### src/rtl/adaptive_binarization_pkg.sv
// Shared helpers and state encodings for the adaptive binarization stage.
package adaptive_binarization_pkg;

    // Ceiling log2; clog2(1) = 0.
    function automatic int unsigned clog2(input int unsigned v);
        int unsigned r;
        r = 0;
        for (int i = 0; i < 32; i++) begin
            if ((64'd1 << i) < 64'(v)) r = i + 1;
        end
        return r;
    endfunction

    // Pixel counter width able to hold max_pixels without wrapping.
    function automatic int unsigned cnt_width(input int unsigned max_pixels);
        return clog2(max_pixels + 1);
    endfunction

    typedef enum logic [2:0] {
        StIdle,
        StDiv,
        StCalc,
        StCommit,
        StHold
    } thr_state_e;

endpackage

### src/rtl/adaptive_binarization_seq_div.sv
// Restoring sequential unsigned divider: one quotient bit per cycle, NUM_W
// iterations after the start cycle. start has priority over abort.
module adaptive_binarization_seq_div
    import adaptive_binarization_pkg::*;
#(
    parameter int unsigned NUM_W = 25,
    parameter int unsigned DEN_W = 17
) (
    input  logic             clk,
    input  logic             rst_n,
    input  logic             start_i,
    input  logic             abort_i,
    input  logic [NUM_W-1:0] num_i,
    input  logic [DEN_W-1:0] den_i,
    output logic             busy_o,
    output logic             done_o,
    output logic [NUM_W-1:0] quo_o
);

    localparam int unsigned CntW = clog2(NUM_W + 1);

    logic [DEN_W-1:0] rem_q, rem_d;
    logic [NUM_W-1:0] quo_q, quo_d;
    logic [DEN_W-1:0] den_q;
    logic [CntW-1:0]  cnt_q;
    logic             busy_q, done_q;
    logic [DEN_W:0]   shifted;
    logic [DEN_W:0]   diff;

    // One restoring step: shift in next dividend bit, subtract if it fits.
    always_comb begin
        shifted = {rem_q, quo_q[NUM_W-1]};
        diff    = shifted - {1'b0, den_q};
        rem_d   = shifted[DEN_W-1:0];
        quo_d   = {quo_q[NUM_W-2:0], 1'b0};
        if (shifted >= {1'b0, den_q}) begin
            rem_d = diff[DEN_W-1:0];
            quo_d = {quo_q[NUM_W-2:0], 1'b1};
        end
    end

    // Iteration control and operand registers.
    always_ff @(posedge clk or negedge rst_n) begin
        if (!rst_n) begin
            rem_q  <= '0;
            quo_q  <= '0;
            den_q  <= '0;
            cnt_q  <= '0;
            busy_q <= 1'b0;
            done_q <= 1'b0;
        end else begin
            done_q <= 1'b0;
            if (start_i) begin
                rem_q  <= '0;
                quo_q  <= num_i;
                den_q  <= den_i;
                cnt_q  <= CntW'(NUM_W);
                busy_q <= 1'b1;
            end else if (abort_i) begin
                busy_q <= 1'b0;
            end else if (busy_q) begin
                rem_q <= rem_d;
                quo_q <= quo_d;
                cnt_q <= cnt_q - 1'b1;
                if (cnt_q == CntW'(1)) begin
                    busy_q <= 1'b0;
                    done_q <= 1'b1;
                end
            end
        end
    end

    assign busy_o = busy_q;
    assign done_o = done_q;
    assign quo_o  = quo_q;

endmodule

### src/rtl/adaptive_binarization.sv
// Luma binarization with manual or per-frame adaptive (mean + offset)
// threshold. Two-stage output pipeline; threshold changes only between frames.
module adaptive_binarization
    import adaptive_binarization_pkg::*;
#(
    parameter int unsigned DATA_W      = 8,
    parameter int unsigned MAX_PIXELS  = 130560,
    parameter int unsigned INIT_THRESH = 128,
    parameter int unsigned OFS_W       = 8
) (
    input  logic              clk,
    input  logic              rst_n,
    input  logic              pre_frame_vsync,
    input  logic              pre_frame_hsync,
    input  logic              pre_frame_de,
    input  logic [DATA_W-1:0] color,
    input  logic              mode,
    input  logic [DATA_W-1:0] manual_thresh,
    input  logic [OFS_W-1:0]  thresh_offset,
    input  logic              invert,
    output logic              post_frame_vsync,
    output logic              post_frame_hsync,
    output logic              post_frame_de,
    output logic              monoc,
    output logic              monoc_fall,
    output logic [DATA_W-1:0] cur_thresh,
    output logic              thresh_update
);

    localparam int unsigned CNT_W = cnt_width(MAX_PIXELS);
    localparam int unsigned SUM_W = DATA_W + CNT_W;
    localparam int unsigned T_W   = SUM_W + 2;

    logic              vs1_q, hs1_q, de1_q, cmp_q;
    logic              vs2_q, hs2_q, de2_q, monoc_q, fall_q;
    logic              cmp_d, vs_edge;
    logic [SUM_W-1:0]  sum_q, sum_d;
    logic [CNT_W-1:0]  cnt_q, cnt_d;
    logic [SUM_W:0]    sum_ext;
    logic              seen_de_q, seen_de_d;
    thr_state_e        state_q;
    logic [DATA_W-1:0] result_q, cur_thresh_q, clamp_d;
    logic              update_q;
    logic              div_start, div_busy, div_done;
    logic [SUM_W-1:0]  div_quo;
    logic [T_W-1:0]    t_sum;

    // vs1_q doubles as the previous-vsync register for edge detection.
    assign vs_edge   = pre_frame_vsync & ~vs1_q;
    assign cmp_d     = pre_frame_de & (invert ? (color < cur_thresh_q) : (color > cur_thresh_q));
    assign div_start = vs_edge & mode & (cnt_q != '0);

    // S1 registers the compare, S2 the outputs; fall needs both pixels in the line.
    always_ff @(posedge clk or negedge rst_n) begin
        if (!rst_n) begin
            {vs1_q, hs1_q, de1_q, cmp_q}          <= '0;
            {vs2_q, hs2_q, de2_q, monoc_q, fall_q} <= '0;
        end else begin
            vs1_q   <= pre_frame_vsync;
            hs1_q   <= pre_frame_hsync;
            de1_q   <= pre_frame_de;
            cmp_q   <= cmp_d;
            vs2_q   <= vs1_q;
            hs2_q   <= hs1_q;
            de2_q   <= de1_q;
            monoc_q <= cmp_q;
            // monoc_q is already 0 outside de, so a new line starts from a clear history.
            fall_q  <= monoc_q & ~cmp_q & de1_q;
        end
    end

    // Saturating frame accumulators; a vsync edge starts the new frame's totals.
    always_comb begin
        sum_ext   = {1'b0, sum_q} + (SUM_W + 1)'(color);
        sum_d     = sum_q;
        cnt_d     = cnt_q;
        seen_de_d = seen_de_q | pre_frame_de;
        if (vs_edge) begin
            sum_d     = pre_frame_de ? SUM_W'(color) : '0;
            cnt_d     = CNT_W'(pre_frame_de);
            seen_de_d = pre_frame_de;
        end else if (pre_frame_de) begin
            sum_d = sum_ext[SUM_W] ? '1 : sum_ext[SUM_W-1:0];
            cnt_d = (&cnt_q) ? cnt_q : cnt_q + 1'b1;
        end
    end

    // Accumulator state.
    always_ff @(posedge clk or negedge rst_n) begin
        if (!rst_n) begin
            sum_q     <= '0;
            cnt_q     <= '0;
            seen_de_q <= 1'b0;
        end else begin
            sum_q     <= sum_d;
            cnt_q     <= cnt_d;
            seen_de_q <= seen_de_d;
        end
    end

    // Frame totals are captured by the divider itself on start.
    adaptive_binarization_seq_div #(
        .NUM_W(SUM_W),
        .DEN_W(CNT_W)
    ) u_div (
        .clk    (clk),
        .rst_n  (rst_n),
        .start_i(div_start),
        .abort_i(vs_edge),
        .num_i  (sum_q),
        .den_i  (cnt_q),
        .busy_o (div_busy),
        .done_o (div_done),
        .quo_o  (div_quo)
    );

    // mean + sign-extended offset, clamped to the luma range.
    always_comb begin
        t_sum = {2'b00, div_quo} + {{(T_W - OFS_W){thresh_offset[OFS_W-1]}}, thresh_offset};
        if (t_sum[T_W-1]) begin
            clamp_d = '0;
        end else if (|t_sum[T_W-2:DATA_W]) begin
            clamp_d = '1;
        end else begin
            clamp_d = t_sum[DATA_W-1:0];
        end
    end

    // Threshold FSM; a pending result always lands before a new frame is handled.
    always_ff @(posedge clk or negedge rst_n) begin
        if (!rst_n) begin
            state_q      <= StIdle;
            result_q     <= '0;
            cur_thresh_q <= DATA_W'(INIT_THRESH);
            update_q     <= 1'b0;
        end else begin
            update_q <= 1'b0;
            if (vs_edge) begin
                if (state_q == StHold || state_q == StCommit) begin
                    cur_thresh_q <= result_q;
                    update_q     <= 1'b1;
                end
                if (!mode) begin
                    result_q <= manual_thresh;
                    state_q  <= StCommit;
                end else if (cnt_q != '0) begin
                    state_q <= StDiv;
                end else begin
                    state_q <= StIdle;
                end
            end else begin
                unique case (state_q)
                    StIdle: state_q <= StIdle;
                    StDiv: begin
                        if (div_done) state_q <= StCalc;
                        else if (!div_busy) state_q <= StIdle;
                    end
                    StCalc: begin
                        result_q <= clamp_d;
                        state_q  <= StCommit;
                    end
                    StCommit: begin
                        // Never change the threshold once this frame has shown a pixel.
                        if (seen_de_q || pre_frame_de) begin
                            state_q <= StHold;
                        end else begin
                            cur_thresh_q <= result_q;
                            update_q     <= 1'b1;
                            state_q      <= StIdle;
                        end
                    end
                    StHold: state_q <= StHold;
                    default: state_q <= StIdle;
                endcase
            end
        end
    end

    assign post_frame_vsync = vs2_q;
    assign post_frame_hsync = hs2_q;
    assign post_frame_de    = de2_q;
    assign monoc            = monoc_q;
    assign monoc_fall       = fall_q;
    assign cur_thresh       = cur_thresh_q;
    assign thresh_update    = update_q;

endmodule

### config.mk
export PLATFORM = sky130hd
export DESIGN_NAME = adaptive_binarization
export DESIGN_NICKNAME = d
export VERILOG_FILES = /design/src/rtl/adaptive_binarization_pkg.sv /design/src/rtl/adaptive_binarization_seq_div.sv /design/src/rtl/adaptive_binarization.sv
export SDC_FILE = /design/constraint.sdc
export NUM_CORES = 1
export LEC_CHECK = 0
export BUFFER_PORTS_ARGS = -buffer_cell sky130_fd_sc_hd__buf_4
export CORE_AREA = 2 2 197 199
export DETAILED_ROUTE_END_ITERATION = 10
export DIE_AREA = 0 0 199 201
export PLACE_DENSITY = 0.41
export SLEW_MARGIN = 20
export SYNTH_ARGS = -nofsm -noshare
export SYNTH_HDL_FRONTEND = slang
export SYNTH_HIERARCHICAL = 1
export SYNTH_SLANG_ARGS = --single-unit
### constraint.sdc
create_clock -name clk -period 2.67 [get_ports clk]
set_clock_uncertainty 0.05 [all_clocks]
set_input_delay 0.801 -clock clk [delete_from_list [all_inputs] [get_ports clk]]
set_output_delay 0.801 -clock clk [all_outputs]
set_load 0.05 [all_outputs]
# Word level (Yosys, flattened, before mapping)
# Index checks and enable logic that the tools add are counted.
# Widths: inputs -> output; s select.
[totals] elab_cells=111 input_bits=31 ff_bits=138 rom_bits=0 memories=0 latchBits=0 output_inout_bits=14 ramBits=0
[classes] n_lt_le_gt_ge=3 n_eq_ne=11 n_mux=48 n_shift=0 div=0 n_mul=0 addsub=5 reduce_logical=13 bitwise=9
[ops] operator="$mux 25" n=6
[ops] operator="$mux 17" n=7
[ops] operator="$mux 8" n=10
[ops] operator="$add 26x8->27" n=1
[ops] operator="$add 25x8->26" n=1
[ops] operator="$ge 18x17->1" n=1
[ops] operator="$reduce_or 18->1" n=1
[ops] operator="$add 17x1->17 const B" n=1
[ops] operator="$reduce_and 17->1" n=1
[ops] operator="$reduce_bool 17->1" n=1
[ops] operator="$sub 17x17->17" n=1
[ops] operator="$mux 1" n=16
[ops] operator="$mux 5" n=3
[ops] operator="$mux 3" n=4
[ops] operator="$pmux 3 s4" n=1
[ops] operator="$gt 8x8->1" n=1
[ops] operator="$lt 8x8->1" n=1
[ops] operator="$reduce_bool 2->1" n=4
[ops] operator="$and 1x1->1" n=6
[ops] operator="$eq 3x2->1 const B" n=2
[ops] operator="$ne 2x2->1 const B" n=3
[ops] operator="$reduce_and 2->1" n=3
[ops] operator="$eq 5x1->1 const B" n=1
[ops] operator="$sub 5x1->5 const B" n=1
[ops] operator="other kinds (9)" n=12

# Longest topological paths before layout
[logic_depth] depth_word=6 ltp_mapped=14 ltp_nobuf=13

# Cells and area by module
# Netlist, hierarchy kept.
[by_module_without_submodules] mod="adaptive_binarization" seq_area_each_um2=1803.0 n_inst=1 cells_each=631 area_per_inst_um2=5380.2
[by_module_without_submodules] mod="adaptive_binarization_seq_div" seq_area_each_um2=1651.6 n_inst=1 cells_each=445 area_per_inst_um2=3957.5

# Worst setup path after synthesis
# Ideal clock, no wire load.
[synth_timing] path_kind="input to register" start="input thresh_offset[0]" end="register result_q[7]" setup_time_ns=0.156 t_required_ns=2.464 stages=11 arrival_ns=3.118 path_slack_ns=-0.654 path_buffers=1 cell_sequence="ha_1 -> fa_1 -> a211oi_1 -> o21ai_0 -> o31ai_1 -> o21ai_0 -> mux2i_1 -> nor4_1 -> and4b_1 -> buf_6 -> a31oi_1"
[synth_via] elab_chain_len=6
[synth_rtl] element="start, declared" line="adaptive_binarization.sv:19" source="input logic [OFS_W-1:0] thresh_offset,"
[synth_rtl] element="$add 26x8->27 (*)" line="adaptive_binarization.sv:119" source="t_sum = {2'b00, div_quo} + {{(T_W - OFS_W){thresh_offset[OFS_W-1]}}, thresh_offset};"
[synth_rtl] element="$reduce_or 18->1" line="adaptive_binarization.sv:122" source="end else if (|t_sum[T_W-2:DATA_W]) begin"
[synth_rtl] element="$mux 8" line="adaptive_binarization.sv:122"
[synth_rtl] element="$mux 8 (*)" line="adaptive_binarization.sv:120" source="if (t_sum[T_W-1]) begin"
[synth_rtl] element="$mux 8 (*)" line="adaptive_binarization.sv:152" source="unique case (state_q)"
[synth_rtl] element="$mux 8 (*)" line="adaptive_binarization.sv:138" source="if (vs_edge) begin"
[synth_rtl] element="end signal, assigned" line="adaptive_binarization.sv:144" source="result_q <= manual_thresh;"
[synth_rtl] element="end signal, assigned" line="adaptive_binarization.sv:159" source="result_q <= clamp_d;"
[synth_rtl] element="end, declared" line="adaptive_binarization.sv:42" source="logic [DATA_W-1:0] result_q, cur_thresh_q, clamp_d;"
# Mark *: on every way between the ends. The rest lies on a longest branch, timed or not. The select of a mux whose other input is x is not followed.
# A chain may end at the register's enable or synchronous reset.

# Worst setup path in the final report
[layout_timing] start="input thresh_offset[7]" end="register result_q[6]"
# The elaborated chain is that of the path after synthesis.

==> out/metrics.csv <==
stage,metric,value,unit
synth,synth_top_area_cell,dfrtp_1,
sta,setup_violations,8,
sta,hold_viol,0,
cts,clkTransAtPathRegs,0.07,ns
die,die_w,199,um
cts,clk_latency,0.43,ns
cts,postCtsHoldBufs,0,
worst_setup_path,cp_top_family,compound AO/OA/AOI/OAI gates,
synth,seq_area_frac_synth,0.370,
routing,route.detailed.drc,0,
worst_setup_path,rrSetupSlack,-0.31,ns
die,die_y,201,um
synth,synth.area.top_cells,"dfrtp_1 37%, ha_1 8.6%, nand2_1 5.5%",
routing,firstDrtPassIters,5,
die,io_pins,45,
worst_setup_path,startpoint,thresh_offset[7],
cts,cts.sinks,138,
cts,cts_root_buffer,clkbuf_16,
sta,rsz0062_at_grt,yes,
sta,setup_ws,-0.377,ns
finish,area.growth.synth_to_final,35.4,%
worst_hold_path,hold_path_class,input port to asynchronous set/reset pin,
sta,worstMarginPinSlew,0.519,ns
synth,ys.flop_type,dfrtp_1,
finish,postLayoutCellArea,0.0126,mm^2
sta,hold-worst-slack,0.258,ns
cts,clock_path_buffers,2,
global_route,grt_pass1_vias,8526,
sta,fmax,0.328,GHz
place,place_congestion,0.772,
cts,numCtsBuffers,17,
finish,fin_nets,1391,
cts,cts_tree,yes,
sta,tns,-2.78,ns
cts,htree_levels,4,
synth,ys_top_cells_by_count,"137 x dfrtp_1, 137 x nand2_1, 100 x o21ai_0, 89 x nor2_1, 65 x a21oi_1",
worst_setup_path,cp.arrival,3.30,ns
worst_setup_path,timing.rr.start,u_div/quo_o[18],
worst_setup_path,r2r-end,result_q[6],
worst_setup_path,cp_data_required_time,2.93,ns
sta,slew_headroom,0.653,
synth,ys_ff_latch,138,
routing,drt_wl_total,27900,um
status,status,finished with violations,
sta,fin_crit,3.05,ns
worst_setup_path,crit_path_frequent_cell,buf_12,
worst_setup_path,cp-start-kind,input port,
global_route,grt_pass1_wl,46200,um
routing,viasPerCell,4.71,
routing,wl_per_cell,15.3,um
routing,drtIter0Drc,409,
worst_setup_path,crit_chain,buf_12 -> ha_4 -> a211o_1 -> a2111o_1 -> a31oi_1 -> o21bai_1 -> or3_1 -> a311oi_2 -> and4b_2 -> buf_12 -> o221ai_2,
global_route,grtUsageTotal,0.145,
synth,synth_edf_count,0,
die,num_rows,72,
routing,ant_nets,0,
place,port_buffers,44,
place,place_area,0.0118,mm^2
worst_setup_path,cp.buffers_inverters,2,
synth,netlist.area_leader.share,0.367,
synth,ys_warn_count,6,
power,power_leakage,5.57,nW
flow_run,max_cap_viol_count,0,
sta,fin_crit_sh,1.14,
die,die_area,0.0400,mm^2
finish,antenna_cells,0,
global_route,grt_max_degree,50,
worst_setup_path,r2r_cells,10,
finish,finalNonFillerCells,1824,
finish,layout-drive-gt1-share,0.264,
status,violations,setup timing,
worst_setup_path,worstPathMaxFanout,8,
synth,synthCells,1076,
routing,num_vias,8585,
finish,num-fill-cells,3965,
synth,synth.distinct_cells,78,
global_route,grt.overflow.total,0,
worst_setup_path,worst-setup-path-type,input port to register,
sta,final_max_slew_viol_count,0,
synth,synth_async_sr_flop_share,1.00,
worst_setup_path,cp_slowest_cell,a2111o_1,
synth,avgSynthCellArea,8.68,um^2
die,core,0.0381,mm^2
global_route,antenna_found_initial,0,
synth,synth_fp_nets,1174,
place,place_hpwl,21600,um
worst_setup_path,endpoint_kind,register,
synth,syn_area,0.00934,mm^2
place,dp.cells,1786,
power,power_density,975,mW/mm^2
power,ir_drop,446,uV
worst_setup_path,critPathMaxStageDelay,0.40,ns
die,initial_core_util,0.245,
stage by stage:
stage               power, W   util  setup WS [ns]
floorplan            0.00701      -         -0.386
global placement     0.00956  0.309         -0.908
detailed placement   0.00957  0.309         -0.921
CTS                   0.0122  0.328         -0.319
global route          0.0133  0.332         -0.486
finish                0.0123  0.332         -0.377
worst reg2reg max path: cells and delay by family (launching register included):
family / cells / cell delay, ns
flip-flops: 1 / 0.42
buffers and inverters: 1 / 0.14
adder cells (fa/ha/maj): 1 / 0.23
AND/OR/NAND/NOR: 2 / 0.67
AO/OA/AOI/OAI: 6 / 1.34
power breakdown:
part / switching [W] / internal, W
clock: 0.000991 / 0.00152
combinational: 0.00358 / 0.00318
sequential: 0.000454 / 0.00259
final cells by class:
cell class	count	area (um^2)	area share
repair buffers	239	1920	0.152
clock inverters	13	165	0.0131
clock buffers	19	453	0.0358
multi-input cells	846	5810	0.459
well taps	518	648	0.0513
inverters	51	191	0.0151
flip-flops and latches	138	3450	0.273
flip-flops by register name, indices dropped and copies added (netlist names), 3 cells and up:
register / flops
result_q: 8
sum_q: 25
u_div/rem_q: 17
u_div/den_q: 17
cnt_q: 17
u_div/cnt_q: 5
cur_thresh: 8
u_div/quo_o: 25
state_q: 3
worst max path at each step:
stage / to / slack, ns / cells past startpoint
after floorplan: result_q[7] / -0.39 / 10
after global placement: result_q[6] / -0.91 / 12
after detailed placement: result_q[6] / -0.92 / 12
after CTS: result_q[6] / -0.32 / 11
after global routing: result_q[7] / -0.49 / 11
final: result_q[6] / -0.38 / 11
kinds of logic (layout without fill, tap and decap cells):
| kind of cell | after synthesis | count (layout) | synth area share |
|---|---|---|---|
| simple gates | 389 | 389 | 0.200 |
| compound gates | 315 | 315 | 0.221 |
| flops | 138 | 138 | 0.370 |
| buf+inv | 92 | 322 | 0.0413 |
| fa+ha+maj | 67 | 67 | 0.0922 |
| xor+xnor | 39 | 39 | 0.0366 |
| mux | 36 | 36 | 0.0391 |
placed cells by master, fill, tap and decap left out, types with 8 or more instances in the layout:
| master | instances |
|---|---|
| buf_4 | 228 |
| nand2_1 | 137 |
| dfrtp_1 | 137 |
| o21ai_0 | 92 |
| nor2_1 | 88 |
| a21oi_1 | 60 |
| ha_1 | 54 |
| inv_1 | 48 |
| mux2i_1 | 32 |
| nand3_1 | 26 |
| xor2_1 | 20 |
| xnor2_1 | 19 |
| nand2b_1 | 17 |
| a21o_1 | 17 |
| clkbuf_16 | 17 |
| nor3_1 | 15 |
| nand4_1 | 14 |
| nor2b_1 | 13 |
| and3_1 | 13 |
| a211oi_1 | 13 |
| a311oi_1 | 12 |
| or3_1 | 12 |
| a31oi_1 | 11 |
| nor4_1 | 8 |
| o21ai_1 | 8 |
| o211ai_1 | 8 |
| o221ai_1 | 8 |
| buf_12 | 8 |
metal layers:
metal  vias to the layer above  share of wire  wire length (um)  GRT usage
met5                         -              0                 0          0
met3                        20          0.019               526     0.0237
met1                      4137           0.52             14600      0.212
met4                         0         0.0095               265     0.0317
li1                       4351              -                 -          -
met2                        77           0.45             12600      0.223
repair_timing:
| item | in CTS | in global routing |
|---|---|---|
| endpoints found under the hold margin | 0 | 0 |
| gates cloned | 1 | 0 |
| pin swaps | 8 | 10 |
| resized for setup | 17 | 24 |
| buffers inserted | 1 | 4 |
| endpoints found under the setup margin | 11 | 36 |
Power figures use the tool's default switching activity.
